`config.mk`:
```
export PLATFORM = sky130hd
export DESIGN_NAME = id_exe_stage
export DESIGN_NICKNAME = d
export VERILOG_FILES = /design/src/rtl/id_exe_stage.sv
export SDC_FILE = /design/constraint.sdc
export NUM_CORES = 1
export LEC_CHECK = 0
export CORE_AREA = 2 2 275 277
export CTS_BUF_LIST = sky130_fd_sc_hd__clkbuf_2 sky130_fd_sc_hd__clkbuf_4 sky130_fd_sc_hd__clkbuf_8
export CTS_CLUSTER_DIAMETER = 40
export CTS_CLUSTER_SIZE = 24
export DETAILED_ROUTE_END_ITERATION = 8
export DIE_AREA = 0 0 277 279
export GPL_TIMING_DRIVEN = 0
export PLACE_DENSITY_LB_ADDON = 0.1
export SYNTH_ARGS = -nofsm -noshare
export SYNTH_HDL_FRONTEND = slang
export SYNTH_SLANG_ARGS = --single-unit
```
`constraint.sdc`:
```
create_clock -name clk -period 2.28 [get_ports clk]
set_input_delay 0.228 -clock clk [delete_from_list [all_inputs] [get_ports clk]]
set_output_delay 0.228 -clock clk [all_outputs]
set_load 0.1 [all_outputs]
```
`src/rtl/id_exe_stage.sv`:
```
// id_exe_stage: ID->EXE pipeline register with valid/ready handshake, 2-entry skid buffer, flush and bubble counter
module id_exe_stage #(
  parameter int LANES  = 4,
  parameter int DATA_W = 32,
  parameter int RD_W   = 4,
  parameter int ALU_W  = 4,
  parameter int COL_W  = 2,
  parameter int CNT_W  = 16
) (
  input  logic                    clk,
  input  logic                    reset,
  input  logic                    flush,
  input  logic                    in_valid,
  output logic                    in_ready,
  input  logic [LANES*DATA_W-1:0] in_op_a,
  input  logic [LANES*DATA_W-1:0] in_op_b,
  input  logic [DATA_W-1:0]       in_sc_a,
  input  logic [DATA_W-1:0]       in_sc_b,
  input  logic [RD_W-1:0]         in_rd,
  input  logic [ALU_W-1:0]        in_alu_ctrl,
  input  logic [COL_W-1:0]        in_col,
  input  logic [6:0]              in_flags,
  output logic                    out_valid,
  input  logic                    out_ready,
  output logic [LANES*DATA_W-1:0] out_op_a,
  output logic [LANES*DATA_W-1:0] out_op_b,
  output logic [DATA_W-1:0]       out_sc_a,
  output logic [DATA_W-1:0]       out_sc_b,
  output logic [RD_W-1:0]         out_rd,
  output logic [ALU_W-1:0]        out_alu_ctrl,
  output logic [COL_W-1:0]        out_col,
  output logic [6:0]              out_flags,
  output logic [CNT_W-1:0]        bubble_count
);
  localparam int PW = 2*LANES*DATA_W + 2*DATA_W + RD_W + ALU_W + COL_W + 7;
  logic [PW-1:0] in_pl, main_pl, skid_pl;
  logic          main_valid, skid_valid, acc;
  logic [6:0]    held_flags;
  assign in_pl = {in_op_a, in_op_b, in_sc_a, in_sc_b, in_rd, in_alu_ctrl, in_col, in_flags};
  assign {out_op_a, out_op_b, out_sc_a, out_sc_b, out_rd, out_alu_ctrl, out_col, held_flags} = main_pl;
  // in_ready comes straight from the skid register, so out_ready never reaches it combinationally
  assign in_ready  = !skid_valid;
  assign acc       = in_valid & in_ready;
  assign out_valid = main_valid;
  assign out_flags = held_flags & {7{main_valid}};
  // main slot: refill from skid first to preserve order, otherwise from the input
  always_ff @(posedge clk) begin
    if (reset) begin
      main_valid <= 1'b0;
      main_pl    <= '0;
    end else if (flush) begin
      main_valid <= 1'b0;
    end else if (!main_valid || out_ready) begin
      main_valid <= skid_valid | acc;
      main_pl    <= skid_valid ? skid_pl : acc ? in_pl : main_pl;
    end
  end
  // skid slot: absorbs the one instruction accepted while main is stalled
  always_ff @(posedge clk) begin
    if (reset) begin
      skid_valid <= 1'b0;
      skid_pl    <= '0;
    end else if (flush || (skid_valid && out_ready)) begin
      skid_valid <= 1'b0;
    end else if (acc && main_valid && !out_ready) begin
      skid_valid <= 1'b1;
      skid_pl    <= in_pl;
    end
  end
  // saturating count of cycles where execute was ready but no instruction was offered
  always_ff @(posedge clk) begin
    if (reset) bubble_count <= '0;
    else if (out_ready && !main_valid && !(&bubble_count)) bubble_count <= bubble_count + CNT_W'(1);
  end
endmodule

```
# Word-level counts from Yosys, hierarchy flattened
# Cells that the tools add are included.
# totals
inputBits,342
reg_bits,692
# op_classes
mux,2
addsub,1
n_reduce_logical,17
n_bitwise,5
# op_table
op,n
$mux 337,2
$add 16x1->16 const B,1
$reduce_and 16->1,1
$and 7x7->7,1
$logic_and 1x1->1,5
$logic_not 1->1,4
$reduce_or 2->1,2
$reduce_and 3->1,1
$logic_or 1x1->1,2
$not 1->1,2
$reduce_and 2->1,1
$reduce_bool 2->1,1
$and 1x1->1,1
$or 1x1->1,1

# Logic depth before layout (Yosys ltp)
# Gate-level depths: netlist of the first run.
# logic_depth
ltp_word,5
ltp_mapped,7

# Least setup slack after synthesis of the first run
# OpenSTA, ideal clock, no wires.
# synth_timing
path_type,flip-flop to flip-flop
from,register bubble_count[0]
to,register bubble_count[15]
arrival_ps,2472
path_slack_ps,-312
setup_time_ps,121
stages_incl_launch_ff,6
cell_sequence,dfxtp_1 > ha_1 > nand4_1 > nor4_2 > nor4_1 > mux2_2
# synth_between
elab_chain_cells,3
# synth_rtl
item,line,source
"start, declared",33,output logic [CNT_W-1:0] bubble_count
"start signal, assigned",73,else if (out_ready && !main_valid && !(&bubble_count)) bubble_count <= bubble_count + CNT_W'(1);
branches (longest 3 deep; another with $add 16x1->16),-,
# Parallel ways; which one is timed is not known.
# A chain may end at the register's enable or synchronous reset.

# Final worst setup path of the first run
# layout_timing
from,register bubble_count[1]
to,output bubble_count[1]
# No word-level cell between the ends.

==> qor_table.md, run 1 <==
| Step | Result | This run |
|---|---|---|
| run status | Outcome | finished clean |
| place | Worst setup timing slack at the placement stage | -1.19 ns |
| cts | TritonCTS clock tree | built |
| logic synthesis | Synth Register Bits | 692 |
| drt | TritonRoute pass-1 iters | 6 |
| logic synthesis | Area share of the largest cell type after synthesis | 0.471 |
| logic synthesis | Count of flip-flops with a built-in enable after synthesis | 0 |
| cts | Clock Path Buffers | 3 |
| logic synthesis | Count of mapped cells out of synthesis | 3,399 |
| critical path | Cell with the largest stage delay on the worst path | dlygate4sd2_1 |
| cts | H-tree lvl count | 3 |
| critical path | Worst setup path startpoint | bubble_count[1] |
| drt | Total via count in the routed design | 26,000 |
| floorplanning | Initial core utilization | 0.397 |
| cts | Clk sinks | 692 |
| drt | Detail Route Antenna Nets | 0 |
| layout | Finished Core Util | 0.552 |
| cts | Clock network latency to the later pin of the worst-skew pair | 0.74 ns |
| drt | Number of DRC markers in iteration 0 | 1,316 |
| floorplanning | Cell Rows | 100 |
| cts | Num CTS Buffers | 116 |
| layout | Share of cells above drive strength 1 | 0.233 |
| sta | Slew Limit Headroom | 0.298 |
| layout | Area overhead of the layout relative to synthesis | 39.1% |
| logic synthesis | Dominant cell type by area after synthesis | dfxtp_1 |
| logic synthesis | Dominant cell by count in the synthesized netlist | dfxtp_1 |
| logic synthesis | Count of yosys warnings during synthesis | 0 |
| global route | Via count of the first global-routing pass | 24,800 |
| layout | Count of nets after finishing | 4,567 |
| sta | Fin worst setup slack | 0.0630 ns |
| critical path | Cell count of the worst reg-to-reg path | 7 |
| flow run | Number of max-capacitance violations reported | 0 |
| critical path | Crit path buffers/inverters | 1 |
| critical path | Cells traversed along the worst timing path | dlygate4sd2_1 |
| critical path | Critical Path AT | 1.99 ns |
| place | Routability congestion estimate | 0.826 |
| floorplanning | Die H | 279 um |
| sta | Layout Skew | 0.0459 ns |
| drt | Drt drc | 0 |
| critical path | Total stage count of the critical path | 1 |
| min path | Type of the most critical hold path | input pin to flip-flop |
| critical path | Worst path max stage delay | 0.91 ns |
| sta | Final hold vios | 0 |
| sta | Highest attainable clock frequency | 451 MHz |
| power and ir drop | Power density cells | 806 nW/um2 |
| logic synthesis | Synth cell count leaders | 692 x dfxtp_1, 682 x nand2_1, 348 x a21oi_1 |
| sta | Slew at the pin closest to its max-slew limit | 1.05 ns |
| critical path | Type of element launching the critical path | flip-flop |
| critical path | Classification of the worst setup path | flip-flop to output port |
| cts | Root buffer cell | clkbuf_8 |
| critical path | Kind of cell adding the most delay to the critical path | buffers and inverters |
| drt | Average wire per cell in the routed design | 19.0 um |
| global route | Wire length of the first global-routing pass | 149,000 um |
| power and ir drop | Leakage dissipation | 14.8 nW |
| logic synthesis | Mean cell area of the mapped netlist | 8.65 um2 |
| critical path | Launch point of the worst reg-to-reg path | skid_valid |
| sta | RSZ-0062 raised after global routing | false |
| logic synthesis | Most used DFF post-synth | dfxtp_1 |
| floorplanning | Boundary Pins | 697 |
| sta | Number of pins exceeding their max-slew limit in the final report | 0 |
| global route | Pin count of the biggest net entering global routing | 16 |
| power and ir drop | Maximum ir drop on the vdd rail | 515 uV |
| critical path | End of the critical path | bubble_count[1] |
| cts | Clock-pin transition on the worst setup and hold timing paths | 0.08 ns |
| sta | Final critical delay including setup and external delays | 2.22 ns |
| floorplanning | Total core area | 74,100 um2 |
| logic synthesis | Leading post-synthesis cells by cell area | dfxtp_1 47%, mux2i_1 12%, nand2_1 8.7% |
| logic synthesis | Post-synthesis net count | 3,742 |
| floorplanning | Width of the die | 277 um |
| global route | Number of antenna violations at the first check in global routing | 39 |
| global route | Total congestion overflow | 0 |
| global route | Global-route usage over all layers | 0.252 |
| logic synthesis | Number of library cell types mapped by synthesis | 33 |
| place | HPWL after detailed placement | 75,600 um |
| sta | Share of the clock period used by the worst path | 0.972 |
| drt | Vias per inst | 4.90 |
| critical path | Maximum net fanout on the critical path | 5 |
| critical path | Worst reg-to-reg setup slack | 0.13 ns |
| sta | Final Hold Slack | 0.0634 ns |
| logic synthesis | Share of the yosys chip area belonging to registers | 0.471 |
| critical path | Element type at the critical path end | output port |
| sta | Final number of setup-violating endpoints | 0 |
| logic synthesis | Synth Cell Area | 29,400 um2 |
| drt | Detailed-route wire length | 101,000 um |
| floorplanning | Die area | 77,300 um2 |
| critical path | R2r endpoint | main_pl[231] |
| place | Port Buffers | 695 |
| critical path | Required @ worst endpoint | 2.05 ns |
| logic synthesis | Post-synthesis async set-or-reset flop share | 0 |
-- report_power, final --
part	internal (mW)	total (mW)	switching (mW)
registers	12.6	12.8	0.252
logic	2.00	6.60	4.60
clock network	7.51	13.6	6.05
total	22.1	33.0	10.9
-- worst min-delay path, delay by kind of cell --
kind                   cells  cell delay [ns]
AND/OR/NAND/NOR            1             0.07
buffers and inverters      1             0.41
AO/OA/AOI/OAI              1             0.05
-- what timing repair did --
action | 4_1_cts | 5_1_grt
pin swaps | 1 | 0
resized for setup | 972 | 112
endpoints found under the hold margin | 7 | 0
setup endpoints to repair | 1022 | 468
hold buffers | 7 | 0
buffers inserted | 4 | 0
-- area by class of cell --
class	instances	area, um2
well taps	969	1210
fillers	7157	33200
multi-input cells	2109	12000
plain buffers	595	3700
inverters	3	11.3
flip-flops and latches	692	13900
diodes	20	50.0
clock inverters	83	1110
repair buffers	707	7220
clock buffers	132	1750
-- flip-flops by register name, indices dropped and copies added, names as in the netlist --
signal        count
skid_pl         337
out_valid         1
main_pl         337
skid_valid        1
bubble_count     16
-- placed cells by master (no fill, tap or decap), types with 17 or more instances in the layout --
cell type        synthesis  routed
clkbuf_2                 0      81
clkbuf_8                 0     121
nor2_1                 342     342
nand2_1                682     682
diode_2                  0      20
buf_2                   99      93
bufinv_16                0      18
dfxtp_2                  0      17
clkbuf_4                 0      19
a21oi_1                348     348
clkdlybuf4s50_1          0     340
mux2i_1                338     338
clkdlybuf4s15_2          0     248
inv_6                    0      17
buf_4                  330     338
clkbuf_1               159     103
clkdlybuf4s15_1          0      67
dfxtp_1                692     675
a211oi_1               337     337
-- how the worst min path moves through the flow --
stage                 startpoint      endpoint  slack [ns]  cells after the start
floorplan                  flush     out_valid        0.30                      1
global placement    skid_pl[223]  skid_pl[223]        0.44                      2
detailed placement  skid_pl[124]  skid_pl[124]        0.45                      2
CTS                  in_op_b[72]  skid_pl[153]      0.0008                      3
global route         in_op_b[84]  skid_pl[165]        0.03                      3
finish                in_sc_a[1]   skid_pl[50]        0.06                      3
-- metal layers --
layer,track usage,share of wire,wire (um),vias up
met5,0,0.0022,219,-
met4,0.105,0.037,3760,34
met3,0.0743,0.071,7220,217
met2,0.429,0.48,48800,718
met1,0.296,0.41,41100,12100
li1,-,-,-,12900
-- kinds of logic after synthesis --
logic type,count (synthesis),share of synthesized area
buf+inv,598,0.123
fa+ha+maj,1,0.000426
mux,339,0.116
flops,692,0.471
xor+xnor,1,0.000298
compound gates,702,0.150
simple gates,1066,0.140
-- per-stage QoR --
stage	cells	setup TNS [ns]	power, mW	cell area, um2
final	5310	0	33.0	40900
after global routing	5308	0	34.1	40900
after CTS	5290	-0.135	33.2	40900
after detailed placement	5064	-542.59	19.8	37600
after global placement	5063	-649.63	19.8	37600
after floorplan	3399	0	17.7	29400
Note: power is estimated with default switching activity, not from simulation.
==> run 2: changes to the inputs <==
Settings changed: CTS_BUF_LIST sky130_fd_sc_hd__clkbuf_2 sky130_fd_sc_hd__clkbuf_4 sky130_fd_sc_hd__clkbuf_8 to unset, SLEW_MARGIN set to 20.
==> run 2 against run 1 <==
Compared with the run above: final cell count decreased by 0.15%; critical path depth rose by 1; cell area is 1.1% higher; global-route usage hardly changed; register-to-register slack barely moved; non-clock buffer count decreased by 10; power is 12% higher; critical path type unchanged.
==> qor_table.md, run 2 (synthesized netlist as in run 1, its figures left out) <==
| Step | Result | This run | Change |
|---|---|---|---|
| min path | Worst Hold End | skid_pl[305] |  |
| critical path | Cells traversed along the worst timing path | buf_4 -> clkdlybuf4s15_1 |  |
| drt | Detail Route Antenna Nets | 0 | unchanged |
| floorplanning | Width of the die | 277 um | unchanged |
| critical path | Worst reg-to-reg setup slack | 0.13 ns | about the same |
| drt | Total via count in the routed design | 26,000 | -0.28% |
| drt | TritonRoute pass-1 iters | 7 | +1 |
| sta | Final number of setup-violating endpoints | 0 | unchanged |
| critical path | Cell with the largest stage delay on the worst path | clkdlybuf4s15_1 |  |
| power and ir drop | Leakage dissipation | 16.1 nW | +8.4% |
| sta | Slew at the pin closest to its max-slew limit | 1.14 ns | +0.0885 ns |
| global route | Number of antenna violations at the first check in global routing | 32 | -18% |
| run status | Outcome | finished clean |  |
| layout | Area overhead of the layout relative to synthesis | 40.6% |  |
| critical path | Classification of the worst setup path | flip-flop to output port |  |
| layout | Count of nets after finishing | 4,556 | -0.24% |
| critical path | Worst path max stage delay | 0.93 ns | +0.02 ns |
| cts | Root buffer cell | clkbuf_16 |  |
| sta | Number of pins exceeding their max-slew limit in the final report | 0 | unchanged |
| power and ir drop | Switching share of power | 0.317 | -0.0136 |
| power and ir drop | Sw power | 11.7 mW | +7.1% |
| layout | Commonest non-fill, non-tap cells in the layout | 682 x nand2_1, 675 x dfxtp_1, 348 x a21oi_1, 342 x nor2_1, 340 x clkdlybuf4s50_1 |  |
| sta | Final critical delay including setup and external delays | 2.23 ns | +0.0159 ns |
| min path | Type of the most critical hold path | input pin to flip-flop |  |
| power and ir drop | Internal | 25.2 mW | +14% |
| power and ir drop | Clock network fraction of total power | 0.476 | +0.065 |
| global route | Via count of the first global-routing pass | 24,800 | -0.024% |
| drt | Drt drc | 0 | unchanged |
| power and ir drop | Combinational power share | 0.175 | -0.025 |
| drt | Met3 layer wire length in the routed design | 6610 um | -8.4% |
| floorplanning | Cell Rows | 100 | unchanged |
| critical path | Cell count of the worst reg-to-reg path | 5 | -2 |
| cts | Clk sinks | 692 | unchanged |
| global route | Global-route usage over all layers | 0.252 | -0.000312 |
| floorplanning | Die area | 77,300 um2 | unchanged |
| cts | Clock-pin transition on the worst setup and hold timing paths | 0.06 ns | -0.02 ns |
| cts | H-tree lvl count | 3 | unchanged |
| power and ir drop | Maximum ir drop on the vdd rail | 624 uV | +21% |
| global route | Total congestion overflow | 0 | unchanged |
| drt | Detailed-route wire length | 101,000 um | -0.39% |
| place | Routability congestion estimate | 0.826 | unchanged |
| critical path | Launch point of the worst reg-to-reg path | skid_valid |  |
| floorplanning | Total core area | 74,100 um2 | unchanged |
| global route | Wire length of the first global-routing pass | 150,000 um | +0.38% |
| critical path | Type of element launching the critical path | flip-flop |  |
| cts | TritonCTS clock tree | built |  |
| sta | Share of the clock period used by the worst path | 0.979 | +0.00697 |
| layout | Biggest registers after layout | main_pl: 337 flops, skid_pl: 337 flops, bubble_count: 16 flops |  |
| power and ir drop | Power density cells | 891 nW/um2 | +11% |
| critical path | Required @ worst endpoint | 2.05 ns | about the same |
| sta | Total Negative Setup Slacks | 0 ns | unchanged |
| sta | Highest attainable clock frequency | 448 MHz | -0.71% |
| critical path | Critical Path AT | 2.00 ns | about the same |
| place | Port Buffers | 695 | unchanged |
| drt | Wire length the detailed router placed on met1 | 41,400 um | +0.63% |
| drt | Vias per inst | 4.89 | -0.13% |
| flow run | Number of max-capacitance violations reported | 0 | unchanged |
| min path | Start point of the worst min-delay path | in_op_a[96] |  |
| floorplanning | Initial core utilization | 0.397 | unchanged |
| sta | Final hold vios | 0 | unchanged |
| drt | Number of DRC markers in iteration 0 | 1,318 | +0.15% |
| sta | Slew Limit Headroom | 0.242 | -0.0560 |
| floorplanning | Boundary Pins | 697 | unchanged |
| min path | Number of cells on the worst hold path | 3 | unchanged |
| cts | Num CTS Buffers | 115 | -0.86% |
| place | HPWL after detailed placement | 75,300 um | -0.39% |
| layout | Most common library cell in the layout ignoring fill and taps | nand2_1 |  |
| power and ir drop | Flop pwr share | 0.348 | -0.041 |
| sta | Layout Skew | 0.0331 ns | -0.0128 ns |
| drt | Max layer used | met5 |  |
| layout | Finished Core Util | 0.558 | +0.00593 |
| sta | Final Hold Slack | 0.130 ns | +0.0663 ns |
| critical path | Maximum net fanout on the critical path | 2 | -3 |
| cts | Clock network latency to the later pin of the worst-skew pair | 0.67 ns | -0.07 ns |
| cts | Clock Path Buffers | 3 | unchanged |
| drt | Met2 WL post-DR | 49,000 um | +0.56% |
| global route | Pin count of the biggest net entering global routing | 16 | unchanged |
| critical path | Element type at the critical path end | output port |  |
| drt | Average wire per cell in the routed design | 19.0 um | -0.24% |
| sta | RSZ-0062 raised after global routing | true |  |
| layout | Share of cells above drive strength 1 | 0.178 | -0.0545 |
| critical path | R2r endpoint | main_pl[278] |  |
| floorplanning | Die H | 279 um | unchanged |
==> run 2: worst max path at each step <==
stage,cells past startpoint,endpoint,from
after floorplan,5,bubble_count[15],bubble_count[0]
after detailed placement,6,main_pl[238],out_ready
after CTS,4,in_ready,skid_valid
after global placement,6,main_pl[244],out_ready
final,2,out_alu_ctrl[1],main_pl[10]
after global routing,5,bubble_count[15],bubble_count[0]
==> run 2: layer usage <==
layer  vias to the layer above  track usage
li1                      12900            -
met1                     12100        0.299
met2                       681        0.430
met3                       194       0.0718
met4                        24       0.0962
met5                         -            0
==> run 2: repair_timing <==
| action | 4_1_cts | 5_1_grt |
|---|---|---|
| pin swaps | 1 | 0 |
| hold buffers | 0 | 0 |
| buffers inserted | 3 | 0 |
| setup endpoints to repair | 1020 | 383 |
| resized for setup | 462 | 113 |
==> run 2: metrics by stage <==
step,setup slack [ns],power (mW),area [um2],std cells
detailed placement,-0.902,19.8,37600,5063
finish,0.0471,36.8,41300,5302
floorplan,0.0740,17.7,29400,3399
CTS,-0.196,37.1,41300,5283
global route,-0.0332,38.0,41300,5300
global placement,-1.19,19.8,37600,5063
==> run 2: power groups by stage <==
stage                     Clock (mW)  Sequential [mW]  Combinational [mW]
final                           17.5             12.8                6.45
after global routing            18.4             12.9                6.75
after CTS                       17.8             12.8                6.49
after detailed placement           0             13.1                6.74
after global placement             0             13.1                6.73
after floorplan                    0             13.0                4.70
==> run 2: worst max-delay path: cells and delay by family, from the launching register on <==
kind / cells / cell delay, ns
buffers and inverters: 2 / 1.03
DFF: 1 / 0.32
==> run 2: final cells by class <==
class                      count  area (um2)
fill                        7130       32700
multi-input combinational   2109       12000
antenna                       20        50.0
clock buffer                 128        3010
clock inverter                89         981
tap                          969        1210
buffer                       594        3690
sequential                   692       13900
inverter                       3        11.3
timing repair buffer         698        6550
==> run 3: changes to the inputs <==
Settings changed: CORE_AREA 2 2 275 277 to 2 2 268 270, DIE_AREA 0 0 277 279 to 0 0 270 272, TNS_END_PERCENT set to 5.
==> run 3 against run 2 <==
Compared with the run above: wire length fell by 2.1%; critical path depth up 6; hold slack improved by 0.017 ns; sequential power barely moved; critical path type is now flip-flop to flip-flop; highest routed layer unchanged.
==> qor_table.md, run 3 (synthesized netlist as in run 1, its figures left out) <==
| Step | Result | This run | Change |
|---|---|---|---|
| floorplanning | Cell Rows | 98 | -2.0% |
| layout | Area overhead of the layout relative to synthesis | 39.4% |  |
| cts | TritonCTS clock tree | built |  |
| sta | Final hold vios | 0 | unchanged |
| drt | Detail Route Antenna Nets | 0 | unchanged |
| layout | Count of nets after finishing | 4,559 | +0.066% |
| power and ir drop | Internal | 26.2 mW | +4.0% |
| sta | Fin worst setup slack | 0.0376 ns | -0.00946 ns |
| power and ir drop | Clock network fraction of total power | 0.478 | +0.002 |
| sta | Slew Limit Headroom | 0.234 | -0.00840 |
| run status | Outcome | finished clean |  |
| global route | Wire length of the first global-routing pass | 146,000 um | -2.5% |
| critical path | Element type at the critical path end | flip-flop |  |
| place | Routability congestion estimate | 0.842 | +1.9% |
| layout | Share of cells above drive strength 1 | 0.241 | +0.0630 |
| flow run | Number of max-capacitance violations reported | 0 | unchanged |
| critical path | Maximum net fanout on the critical path | 10 | +8 |
| floorplanning | Width of the die | 270 um | -2.5% |
| sta | Layout Skew | 0.0161 ns | -0.0170 ns |
| layout | Biggest registers after layout | main_pl: 337 flops, skid_pl: 337 flops, bubble_count: 16 flops |  |
| place | Post-Place Cells | 5,045 | -0.36% |
| power and ir drop | Maximum ir drop on the vdd rail | 628 uV | +0.57% |
| sta | Final number of setup-violating endpoints | 0 | unchanged |
| critical path | Classification of the worst setup path | flip-flop to flip-flop |  |
| critical path | Cells traversed along the worst timing path | buf_2 -> nor2_1 -> nor3_4 -> buf_12 -> buf_4 -> clkbuf_2 -> clkbuf_1 -> a211oi_1 |  |
| floorplanning | Boundary Pins | 697 | unchanged |
| power and ir drop | Flop pwr share | 0.345 | -0.003 |
| global route | Global-route usage over all layers | 0.257 | +0.00540 |
| layout | Fill cell instance count of the final layout | 6,755 | -5.3% |
| cts | Clock-pin transition on the worst setup and hold timing paths | 0.05 ns | about the same |
| critical path | Cell with the largest stage delay on the worst path | clkbuf_1 |  |
| power and ir drop | Power density cells | 908 nW/um2 | +1.9% |
| place | Worst setup timing slack at the placement stage | -0.804 ns | +0.0976 ns |
| cts | Clk sinks | 692 | unchanged |
| sta | Highest attainable clock frequency | 446 MHz | -0.42% |
| sta | Slew at the pin closest to its max-slew limit | 1.15 ns | +0.0127 ns |
| layout | Commonest non-fill, non-tap cells in the layout | 682 x nand2_1, 675 x dfxtp_1, 666 x buf_4, 348 x a21oi_1, 342 x nor2_1 |  |
| sta | Number of pins exceeding their max-slew limit in the final report | 0 | unchanged |
| global route | Total congestion overflow | 0 | unchanged |
| cts | Clock network latency to the later pin of the worst-skew pair | 0.64 ns | -0.03 ns |
| sta | Total Negative Setup Slacks | 0 ns | unchanged |
| drt | Vias per inst | 4.89 | -0.16% |
| power and ir drop | Switching share of power | 0.297 | -0.0202 |
| drt | Number of DRC markers in iteration 0 | 1,539 | +17% |
| place | Port Buffers | 695 | unchanged |
| floorplanning | Die area | 73,400 um2 | -5.0% |
| cts | Root buffer cell | clkbuf_16 |  |
| critical path | Type of element launching the critical path | flip-flop |  |
| power and ir drop | Combinational power share | 0.177 | +0.002 |
| place | HPWL after detailed placement | 72,300 um | -4.0% |
| sta | Share of the clock period used by the worst path | 0.984 | +0.00415 |
| drt | Total via count in the routed design | 25,800 | -0.46% |
| cts | H-tree lvl count | 3 | unchanged |
| global route | Number of antenna violations at the first check in global routing | 39 | +22% |
| drt | Drt drc | 0 | unchanged |
| cts | Num CTS Buffers | 115 | unchanged |
| power and ir drop | Sw power | 11.0 mW | -5.4% |
| sta | Final Hold Slack | 0.147 ns | +0.0173 ns |
| drt | TritonRoute pass-1 iters | 5 | -2 |
| floorplanning | Total core area | 70,800 um2 | -4.5% |
| layout | Post-layout instance count excluding filler cells | 5,286 | -0.30% |
| power and ir drop | Leakage dissipation | 15.6 nW | -2.9% |
| global route | Pin count of the biggest net entering global routing | 15 | -1 |
| drt | Average wire per cell in the routed design | 18.6 um | -1.8% |
| critical path | Critical Path AT | 2.75 ns | +0.75 ns |
| cts | Clock Path Buffers | 3 | unchanged |
| cts | Post-CTS Hold Fix Bufs | 0 | unchanged |
| critical path | Required @ worst endpoint | 2.78 ns | +0.73 ns |
| global route | Via count of the first global-routing pass | 24,800 | -0.22% |
| critical path | Worst path max stage delay | 0.41 ns | -0.52 ns |
| drt | Detailed-route wire length | 98,500 um | -2.1% |
| critical path | Crit path buffers/inverters | 5 | +3 |
| floorplanning | Die H | 272 um | -2.5% |
| layout | Most common library cell in the layout ignoring fill and taps | nand2_1 |  |
| critical path | Kind of cell adding the most delay to the critical path | buffers and inverters |  |
| sta | RSZ-0062 raised after global routing | true |  |
| sta | Final critical delay including setup and external delays | 2.24 ns | +0.00946 ns |
| layout | Finished Core Util | 0.579 | +0.0211 |
| floorplanning | Initial core utilization | 0.415 | +0.0186 |
| min path | Type of the most critical hold path | input pin to flip-flop |  |
==> run 3: cell count changes in the layout (fill, tap and decap cells not counted), sizes merged <==
cell	previous run	this run
clkinvlp	24	17
clkbuf	311	325
clkinv	24	25
buf	437	756
dlygate4sd2	270	13
inv	36	11
bufinv	8	14
diode	20	26
clkdlybuf4s15	62	8
==> run 3: worst min-delay path, cell delays in order <==
cell and delay [ns]:
clkdlybuf4s50_1 0.41, nand2_1 0.06, a21oi_1 0.05
==> run 3: path summary, 6_finish.rpt <==
path	end	startpoint	cells past startpoint	slack (ns)
max	main_pl[227]	skid_valid	8	0.04
min	skid_pl[220]	in_op_a[11]	3	0.15
max reg2reg	main_pl[227]	skid_valid	8	0.04
min reg2reg	skid_pl[211]	skid_pl[211]	2	0.45
==> run 3: stage by stage <==
stage	total power, mW	area [um2]
final	37.2	41000
after global routing	38.3	41000
after CTS	37.5	40800
after detailed placement	19.8	37600
after global placement	19.8	37600
after floorplan	17.7	29400
==> run 3: routing by layer <==
metal  vias to the layer above  wire length, um  part of all wire  global-route usage
li1                      12900                -                 -                   -
met1                     12000            40100              0.41               0.301
met2                       678            47500              0.48               0.433
met3                       207             6780             0.069              0.0758
met4                        30             3970             0.040               0.119
met5                         -              192            0.0019                   0
==> run 3: layout make-up <==
| cell class | instances | area [um2] | share of cell area |
|---|---|---|---|
| multi-input cells | 2109 | 12000 | 0.292 |
| flip-flops and latches | 692 | 13900 | 0.339 |
| clock buffers | 147 | 3210 | 0.0784 |
| diodes | 26 | 65.1 | 0.00159 |
| well taps | 950 | 1190 | 0.0290 |
| clock inverters | 64 | 803 | 0.0196 |
| inverters | 3 | 11.3 | 0.000275 |
| plain buffers | 595 | 3700 | 0.0904 |
| repair buffers | 700 | 6150 | 0.150 |
==> run 3: what timing repair did <==
item | CTS | global route
cloned | 0 | 0
setup buffers | 4 | 0
pin swaps | 1 | 0
resized for setup | 409 | 75
setup endpoints to repair | 1021 | 456
==> run 3: power by group through the flow <==
stage | clock network (mW) | logic (mW) | registers (mW)
3_3_place_gp | 0 | 6.69 | 13.1
4_1_cts | 18.0 | 6.60 | 12.8
3_5_place_dp | 0 | 6.69 | 13.1
5_1_grt | 18.6 | 6.88 | 12.9
2_1_floorplan | 0 | 4.70 | 13.0
6_report | 17.8 | 6.59 | 12.8
